==> config.mk <==
export PLATFORM = sky130hd
export DESIGN_NAME = wiscsc15_fetch
export DESIGN_NICKNAME = d
export VERILOG_FILES = /design/src/rtl/wiscsc15_fetch.sv
export SDC_FILE = /design/constraint.sdc
export NUM_CORES = 1
export LEC_CHECK = 0
export ABC_AREA = 1
export BUFFER_PORTS_ARGS = -buffer_cell sky130_fd_sc_hd__buf_2
export CORE_MARGIN = 1.5
export CORE_UTILIZATION = 34
export CTS_CLUSTER_DIAMETER = 80
export DETAILED_ROUTE_END_ITERATION = 8
export GPL_ROUTABILITY_DRIVEN = 1
export MAX_ROUTING_LAYER = met4
export SYNTH_ARGS = -nofsm -noshare
export SYNTH_HDL_FRONTEND = slang
export SYNTH_SLANG_ARGS = --single-unit
==> constraint.sdc <==
create_clock -name clk -period 1.47 [get_ports clk]
set_clock_uncertainty 0.05 [all_clocks]
set_input_delay 0.294 -clock clk [delete_from_list [all_inputs] [get_ports clk]]
set_output_delay 0.294 -clock clk [all_outputs]
set_load 0.005 [all_outputs]
==> src/rtl/wiscsc15_fetch.sv <==
// WISC-SC15 instruction fetch: PC, imem req/rdy handshake, IF/ID register, skid buffer, redirect squash.
// Optional halt on opcode 4'hF when WISCSC15_HLT_EN is defined.
module wiscsc15_fetch #(
    parameter int          AW       = 16,
    parameter logic [AW-1:0] RESET_PC = '0
) (
    input  logic          clk,
    input  logic          rst_n,
    output logic          imem_req,
    output logic [AW-1:0] imem_addr,
    input  logic          imem_rdy,
    input  logic [15:0]   imem_rdata,
    input  logic          id_stall,
    input  logic          redirect_valid,
    input  logic [AW-1:0] redirect_pc,
    output logic          if_valid,
    output logic [15:0]   if_instr,
    output logic [3:0]    if_opcode,
    output logic [AW-1:0] if_pc,
    output logic [AW-1:0] if_pc_plus1,
    output logic          halted
);

    // state  | meaning
    // S_IDLE | first cycle after reset release
    // S_REQ  | request outstanding at pc
    // S_HOLD | returned word parked in skid, waiting for IF/ID to drain
    // S_DROP | squashed request still in handshake at drop_addr
    // S_HALT | halt opcode fetched, no requests (WISCSC15_HLT_EN only)
    typedef enum logic [2:0] {
        S_IDLE,
        S_REQ,
        S_HOLD,
`ifdef WISCSC15_HLT_EN
        S_HALT,
`endif
        S_DROP
    } state_t;

    localparam logic [AW-1:0] ONE = {{(AW-1){1'b0}}, 1'b1};

    state_t        state;
    logic [AW-1:0] pc;
    logic [AW-1:0] drop_addr;
    logic          skid_valid;
    logic [15:0]   skid_instr;
    logic [AW-1:0] skid_pc;
    logic          if_free;

    assign imem_req  = (state == S_REQ) || (state == S_DROP);
    assign imem_addr = (state == S_DROP) ? drop_addr : pc;
    assign if_opcode = if_instr[15:12];
    assign if_free   = !if_valid || !id_stall;

`ifdef WISCSC15_HLT_EN
    logic halt_reg;
    assign halted = halt_reg;
`else
    assign halted = 1'b0;
`endif

    always_ff @(posedge clk or negedge rst_n) begin
        if (!rst_n) begin
            state       <= S_IDLE;
            pc          <= RESET_PC;
            drop_addr   <= RESET_PC;
            skid_valid  <= 1'b0;
            skid_instr  <= '0;
            skid_pc     <= '0;
            if_valid    <= 1'b0;
            if_instr    <= '0;
            if_pc       <= '0;
            if_pc_plus1 <= '0;
`ifdef WISCSC15_HLT_EN
            halt_reg    <= 1'b0;
`endif
        end else begin
            if (if_valid && !id_stall)
                if_valid <= 1'b0;

            if (redirect_valid) begin
                if_valid   <= 1'b0;
                skid_valid <= 1'b0;
                pc         <= redirect_pc;
`ifdef WISCSC15_HLT_EN
                halt_reg   <= 1'b0;
`endif
                case (state)
                    S_REQ: begin
                        // a request already in handshake must complete before retargeting
                        if (!imem_rdy) begin
                            state     <= S_DROP;
                            drop_addr <= pc;
                        end
                    end
                    S_DROP:  state <= S_DROP;
                    default: state <= S_REQ;
                endcase
            end else begin
                case (state)
                    S_IDLE: state <= S_REQ;
                    S_REQ: begin
                        if (imem_rdy) begin
                            pc <= pc + ONE;
                            if (if_free) begin
                                if_valid    <= 1'b1;
                                if_instr    <= imem_rdata;
                                if_pc       <= pc;
                                if_pc_plus1 <= pc + ONE;
`ifdef WISCSC15_HLT_EN
                                if (imem_rdata[15:12] == 4'hF) begin
                                    state    <= S_HALT;
                                    halt_reg <= 1'b1;
                                end
`endif
                            end else begin
                                skid_valid <= 1'b1;
                                skid_instr <= imem_rdata;
                                skid_pc    <= pc;
                                state      <= S_HOLD;
                            end
                        end
                    end
                    S_HOLD: begin
                        if (!id_stall) begin
                            if_valid    <= skid_valid;
                            if_instr    <= skid_instr;
                            if_pc       <= skid_pc;
                            if_pc_plus1 <= skid_pc + ONE;
                            skid_valid  <= 1'b0;
                            state       <= S_REQ;
`ifdef WISCSC15_HLT_EN
                            if (skid_instr[15:12] == 4'hF) begin
                                state    <= S_HALT;
                                halt_reg <= 1'b1;
                            end
`endif
                        end
                    end
                    S_DROP: begin
                        if (imem_rdy)
                            state <= S_REQ;
                    end
`ifdef WISCSC15_HLT_EN
                    S_HALT: state <= S_HALT;
`endif
                    default: state <= S_IDLE;
                endcase
            end
        end
    end

endmodule

==> run metrics, run 1 <==
Mean Syn Cell Area=8.40 sq um; top cells by count, synth=nand2_1 (246), dfrtp_1 (116), nor2_1 (67), o21ai_0 (57), inv_1 (39); final RePlAce weighted congestion=0.909; CTS clk-pin slew, worst paths=0.06 ns; simple-gate share of the synthesized area=24.4%; Final Cycle Share=132%; Die H=136 microns; # DRC=0; DP HPWL=12.9 mm; IO buf count=106; worst skew pair latency=0.43 ns; crit path from=state[0]; CP startpoint kind=flip-flop; Critical Path AT=2.20 ns; RSZ-0062 raised after global routing=true; final wirelength=19.9 mm; post-synthesis xor/xnor area fraction=1.59%; Synth top area share=48.0%; clock buffer depth=2; WP data required=1.72 ns; Antenna Cells=0; pwr/cell area=2100 nW/um^2; final setup margin=-0.471 ns; number of max-cap violations=0; worst r2r src=state[0]; CORE AREA=17400 sq um; Rows=48; Nets=968; syn_nets=763; P&R area growth vs syn=50.5%; Synth cell types=35; htree depth=4; initial core utilization=34.8%; post-route ant nets=0; Worst IR Drop VDD=1040 uV; Gate Count Post-Synth=720; CTS tree=built; Reg2Reg Setup Slack=-0.47 ns; hold_ws=0.0605 ns; Synth area leaders=dfrtp_1 (48%), nand2_1 (15%), a31oi_2 (6.6%), o21ai_0 (4.7%), nor2_1 (4.2%); #FFs+latches synth=116; Post-Synth Adder-Cell Area=1.24%; I/O pins=108; WS Path Type=reg -> reg; Post-synth ARST share=100%; sequential area share after synthesis=48.0%; number of flops mapped to enable cells by yosys=0; run status=finished with violations; first-pass GRT wire length=29.2 mm; Post-synth top flop=dfrtp_1; Synth Cell Area=6050 sq um; die area=18600 sq um; area leader, netlist=dfrtp_1; largest family of logic cells by synthesized area=simple AND/OR/NAND/NOR gates; failing checks=negative setup slack; GRT overflow=0; clk root buf=clkbuf_16; share of cells above drive strength 1=44.2%; largest net degree at the start of global routing=68; via density per instance=5.00; r2r endpoint=if_pc[5]; Final Power=19100 uW; clock sinks=116; Lkg Pwr=0.00422 uW; Chip Width=136 microns; CP max FO=6; actual slew at the worst max-slew pin=0.500 ns; Wirelength per Cell=17.1 microns; Fillers=1562; Reg2Reg Depth=10; complex-gate fraction of the synthesized area=15.0%; YS warnings=0; Total GRT Usage=21.4%; number of detailed-route iterations in the first pass=5; end of the critical path=if_pc[5]; initial antenna violation count=0; via count=5811; maximum clock frequency=515 MHz; vias in the first global route=5450; fin. max-slew vios=0; DR iter-0 viols=434; min-delay worst type=in -> reg; CTS buffer count=17; mux cell area share after synthesis=2.98%; count leader, synth=nand2_1; setup violators final=133; Hold Fails Final Rpt=0; Tmin final=1.94 ns; Crit. End Element=flip-flop; Relative slew margins=66.6%
-- kinds of logic after synthesis --
logic type / Yosys count
and+or+nand+nor: 366
AOI/OAI and AO/OA: 121
DFF: 116
buffers and inverters: 83
muxes: 16
xor gates and xnor gates: 11
adders and majority gates: 6
other: 1
-- worst min path at each step --
stage                   startpoint             to  slack [ns]  cells after the start
global route         imem_rdata[3]  skid_instr[3]        0.06                      2
global placement             rst_n       if_pc[7]        0.12                      1
finish              redirect_pc[0]          pc[0]        0.06                      3
floorplan                    rst_n   drop_addr[0]       -0.05                      0
detailed placement           rst_n       if_pc[7]        0.11                      1
CTS                 redirect_pc[1]          pc[1]        0.06                      3
-- cell type report --
cell class	count	area, sq um	area share (%)
well taps	225	282	3.09
repair inverters	2	20.0	0.220
inverters	43	186	2.05
flip-flops and latches	116	2910	31.9
clock buffers	24	492	5.41
clock inverters	8	123	1.35
multi-input cells	521	3200	35.1
repair buffers	224	1890	20.8
-- registers in the layout (all words and copies together), names as in the netlist, 2 cells and up --
register	cells
if_instr	16
pc	16
if_pc_plus1	16
if_pc	16
skid_instr	16
drop_addr	16
state	2
skid_pc	16
-- worst max-delay path, cell delays in order, from the launching register on --
cell and delay (ns):
dfrtp_2 0.45, ha_4 0.18, buf_6 0.13, inv_6 0.07
nor2_4 0.04, a21oi_4 0.16, nand3_4 0.23, clkinv_8 0.16
buf_12 0.11, clkbuf_16 0.14, a31oi_2 0.08
-- cells in the final DEF (no fill, tap or decap), types with 4 or more instances in the layout --
master       n
nor2_2      14
buf_2      104
nand2_1    211
mux2_2      11
buf_4       69
buf_12      18
nand2_2     31
buf_6       21
nor2_1      50
mux2_4       5
clkbuf_8     4
nand3_1     26
xor2_1       6
clkbuf_16   24
o21ai_2     20
nand4_1      6
nor2_4       6
o21ai_0     15
inv_1       35
a31oi_2     32
dfrtp_1    113
nand2_4      4
o211ai_1    17
o21ai_1     27
nand3_2     11
-- metrics by stage --
step / instance area, sq um / util, % / setup WS [ns] / instances / TNS [ns]
after floorplan: 6130 / - / -0.109 / 720 / -4.30
after global routing: 9100 / 52.4 / -0.522 / 1163 / -50.75
after detailed placement: 7500 / 43.2 / -0.276 / 1099 / -17.81
final: 9100 / 52.4 / -0.471 / 1163 / -42.92
after global placement: 7500 / 43.2 / -0.199 / 1099 / -13.53
after CTS: 8640 / 49.8 / -0.422 / 1151 / -33.10
-- routing by layer --
layer	part of all wire (%)	up-vias	GRT usage [%]	wire length [microns]
met4	1.7	0	6.80	347
met5	0	-	-	0
met3	5.6	34	3.54	1120
met2	49	200	32.9	9650
li1	-	2794	-	-
met1	44	2783	28.8	8750
-- report_power, final --
group	switching (uW)	leakage, uW	internal, uW
sequential	861	0.00143	4490
clock	1500	0.000292	2840
combinational	4760	0.00249	4630
-- what timing repair did --
| action | in CTS | in global routing |
|---|---|---|
| cloned | 5 | 12 |
| setup endpoints to repair | 131 | 133 |
| endpoints found under the hold margin | 49 | 0 |
| pin swaps | 11 | 20 |
| hold buffers | 1 | 0 |
| gates resized for setup | 85 | 111 |
| setup buffers | 15 | 9 |
No activity file was read; power rests on OpenSTA's default activity.
==> run 2, diff against run 1 <==
--- a/config.mk
+++ b/config.mk
@@ -5,7 +5,6 @@
 export SDC_FILE = /design/constraint.sdc
 export NUM_CORES = 1
 export LEC_CHECK = 0
-export ABC_AREA = 1
 export BUFFER_PORTS_ARGS = -buffer_cell sky130_fd_sc_hd__buf_2
 export CORE_MARGIN = 1.5
 export CORE_UTILIZATION = 34
==> run 2 against run 1 <==
Net effect:
- the flow still finishes with violations (negative setup slack)
- fmax down 5.5%
- cell area down 1.1%
- cell count down 15%
- total power down 5.3%
- via count down 14%
- clock power down 2%
- hold slack worse by 0.0073 ns
- synthesized cell count down 22%
- first-iteration DRC count down 26%
- sequential cell count unchanged
- setup slack worse by 0.11 ns
- clock-buffer cell count down 1
- critical path type unchanged
- largest cell class unchanged
==> run metrics, run 2 <==
run status=finished with violations (unchanged); failing checks=negative setup slack (unchanged); DP HPWL=10.6 mm (was 12.9 mm); via count=4982 (was 5811); IO buf count=106 (unchanged); Worst Hold Path Cells=3 (unchanged); Worst IR Drop VDD=976 uV (was 1040 uV); Post-synth top flop=dfrtp_1 (unchanged); crit path cell chain=buf_6 -> ha_4 -> a2111o_2 -> buf_12 -> buf_12 -> a211oi_4 -> a21o_1 (was ha_4 -> buf_6 -> inv_6 -> nor2_4 -> a21oi_4 -> nand3_4 -> clkinv_8 -> buf_12 -> clkbuf_16 -> a31oi_2); Wirelength per Cell=18.5 microns (was 17.1 microns); simple-gate share of the synthesized area=12.0% (was 24.4%); DR iter-0 viols=321 (was 434); complex-gate fraction of the synthesized area=7.88% (was 15.0%); Sw Share=33.6% (was 37.3%); final RePlAce weighted congestion=0.875 (was 0.909); Antenna Cells=0 (unchanged); Crit. End Element=flip-flop (unchanged); Post-synth ARST share=100% (unchanged); P&R area growth vs syn=51.2% (was 50.5%); sequential share of power=29.2% (was 28.0%); #FFs+latches synth=116 (unchanged); Synth area leaders=dfrtp_1 (49%), mux2_2 (11%), mux2i_1 (7.6%), o21ai_0 (5.6%), nand2_1 (5.4%) (was dfrtp_1 (48%), nand2_1 (15%), a31oi_2 (6.6%), o21ai_0 (4.7%), nor2_1 (4.2%)); Worst Hold Launch=redirect_pc[10] (was redirect_pc[0]); Critical Path AT=2.36 ns (was 2.20 ns); vias in the first global route=5329 (was 5450); Tmin final=2.05 ns (was 1.94 ns); area leader, netlist=dfrtp_1 (unchanged); most common cell after layout, fill and taps aside=dfrtp_1 (was nand2_1); die area=18300 sq um (was 18600 sq um); post-synthesis xor/xnor area fraction=6.18% (was 1.59%); path length in cells of the critical path=7 (was 10); r2r endpoint=if_pc_plus1[0] (was if_pc[5]); Synth cell types=44 (was 35); Internal=12000 uW (about the same); sequential area share after synthesis=48.8% (was 48.0%); final wirelength=18.2 mm (was 19.9 mm); fin. max-slew vios=0 (unchanged); CTS buffer count=17 (unchanged); largest net degree at the start of global routing=83 (was 68); design area=9000 sq um (was 9100 sq um); CP max FO=9 (was 6); worst r2r src=state[1] (was state[0]); Die H=135 microns (was 136 microns); GRT overflow=0 (unchanged); most frequent cells in the layout=dfrtp_1 (114), buf_2 (104), buf_4 (68), nand2_1 (58), o21ai_1 (49) (was nand2_1 (211), dfrtp_1 (113), buf_2 (104), buf_4 (69), nor2_1 (50)); Reg2Reg Depth=7 (was 10); Util after Layout=52.4% (about the same); CORE AREA=17200 sq um (was 17400 sq um); first-pass GRT wire length=27.8 mm (was 29.2 mm); WS Path Type=reg -> reg (unchanged); clock buffer depth=2 (unchanged); Mean Syn Cell Area=10.6 sq um (was 8.40 sq um); Chip Width=135 microns (was 136 microns); number of max-cap violations=0 (unchanged); Rows=48 (unchanged); worst skew pair latency=0.41 ns (was 0.43 ns); via density per instance=5.04 (was 5.00); initial core utilization=34.6% (was 34.8%); Post-Synth Adder-Cell Area=1.26% (was 1.24%); post-route ant nets=0 (unchanged); I/O pins=108 (unchanged); min-delay worst type=in -> reg (unchanged); final setup margin=-0.584 ns (was -0.471 ns); net switching power=6070 uW (was 7130 uW); pwr/cell area=2010 nW/um^2 (was 2100 nW/um^2); YS warnings=0 (unchanged); CP startpoint kind=flip-flop (unchanged); Hold EP=pc[10] (was pc[0]); top cells by count, synth=dfrtp_1 (116), nand2_1 (85), o21ai_0 (67), mux2_2 (59), mux2i_1 (45) (was nand2_1 (246), dfrtp_1 (116), nor2_1 (67), o21ai_0 (57), inv_1 (39)); maximum clock frequency=487 MHz (was 515 MHz); Final Power=18100 uW (was 19100 uW); Buf/Inv on CP=3 (was 5); CTS tree=built (unchanged); count leader, synth=dfrtp_1 (was nand2_1); WP data required=1.77 ns (was 1.72 ns); Nets=793 (was 968); Synth top area share=48.8% (was 48.0%); Worst path slowest cell=a2111o_2 (was dfrtp_2); clock sinks=116 (unchanged); share of cells above drive strength 1=51.4% (was 44.2%); Hold Fails Final Rpt=0 (unchanged); largest family of logic cells by synthesized area=multiplexers (was simple AND/OR/NAND/NOR gates); Lkg Pwr=0.00424 uW (was 0.00422 uW); syn_nets=605 (was 763); initial antenna violation count=0 (unchanged); htree depth=4 (unchanged); worst stage delay on the critical path=0.48 ns (was 0.45 ns); Gate Count Post-Synth=562 (was 720); number of flops mapped to enable cells by yosys=0 (unchanged); crit-path leading delay family=compound AO/OA/AOI/OAI gates (was buffers and inverters); Fillers=1497 (was 1562); Crit path top cell by count=buf_12; CTS clk-pin slew, worst paths=0.05 ns (was 0.06 ns); Placed Instance Area=7200 sq um (was 7500 sq um); Synth Cell Area=5950 sq um (was 6050 sq um); mux cell area share after synthesis=18.7% (was 2.98%); Reg2Reg Setup Slack=-0.58 ns (was -0.47 ns); # DRC=0 (unchanged); setup violators final=133 (unchanged); RSZ-0062 raised after global routing=true (unchanged); combinational fraction of design power=47.3% (was 49.2%); number of detailed-route iterations in the first pass=4 (was 5); clk root buf=clkbuf_16 (unchanged); Total GRT Usage=20.4% (was 21.4%); Final Cycle Share=140% (was 132%); clock power share=23.5% (was 22.7%)
run 2: changes by cell type after synthesis, sizes merged, moves of 17 or more:
cell	previous run	this run
nor2	70	12
nand2	247	86
inv	43	8
mux2i	0	45
nand3	39	13
mux2	16	59
a31oi	33	1
o211ai	17	0
run 2: final cells by class:
cell class / instances / area (sq um) / share of cell area, %
Multi-Input combinational cell: 388 / 3310 / 36.8
Timing Repair Buffer: 219 / 1860 / 20.6
Sequential cell: 116 / 2910 / 32.3
Clock buffer: 23 / 488 / 5.42
Clock inverter: 9 / 125 / 1.39
Inverter: 8 / 30.0 / 0.334
Tap cell: 225 / 282 / 3.13
run 2: worst max-delay path by stage:
stage,from,to,slack [ns]
finish,state[1],if_pc_plus1[0],-0.58
global route,state[1],if_pc_plus1[0],-0.60
CTS,state[0],imem_addr[6],-0.54
detailed placement,state[1],state[0],-0.56
global placement,state[1],state[0],-0.42
floorplan,state[1],skid_instr[0],-0.37
run 2: kinds of logic (layout without fill, tap and decap cells):
logic type	count (synthesis)	in the layout
adder cells (fa/ha/maj)	6	6
XOR/XNOR	42	42
multiplexers	104	104
flip-flops	116	116
AO/OA/AOI/OAI	86	86
other	1	1
buffers and inverters	58	259
AND/OR/NAND/NOR	149	149
run 2: power groups by stage:
stage	sequential, uW	clock (uW)	combinational, uW
after floorplan	5100	0	3440
after global routing	5410	4470	9150
after detailed placement	5170	0	5620
after global placement	5090	0	5420
final	5280	4240	8550
after CTS	5180	4300	7540
run 2: what timing repair did:
action,in CTS,in global routing
setup endpoints to repair,130,133
hold buffers,1,0
endpoints found under the hold margin,116,0
setup buffers,21,9
gates cloned,10,5
pin swaps,30,23
resized for setup,175,72
run 2: worst register-to-register path, cell delays in order (launching register included):
cell and delay, ns:
dfrtp_2 0.45, buf_6 0.14, ha_4 0.22, a2111o_2 0.48, buf_12 0.18, buf_12 0.15
a211oi_4 0.20, a21o_1 0.12
run 2: layer usage:
metal	routed length [microns]	track usage, %
met4	335	8.42
met3	959	4.79
met5	0	-
met1	7890	25.3
met2	9040	32.0
run 2: metrics by stage:
step / setup slack [ns] / TNS, ns / cells / hold WS [ns]
after global placement: -0.424 / -36.88 / 924 / 0.327
after global routing: -0.600 / -58.45 / 988 / 0.0534
after floorplan: -0.373 / -33.38 / 562 / -0.0516
final: -0.584 / -53.47 / 988 / 0.0531
after detailed placement: -0.563 / -44.79 / 924 / 0.335
after CTS: -0.543 / -50.21 / 986 / 0.0406
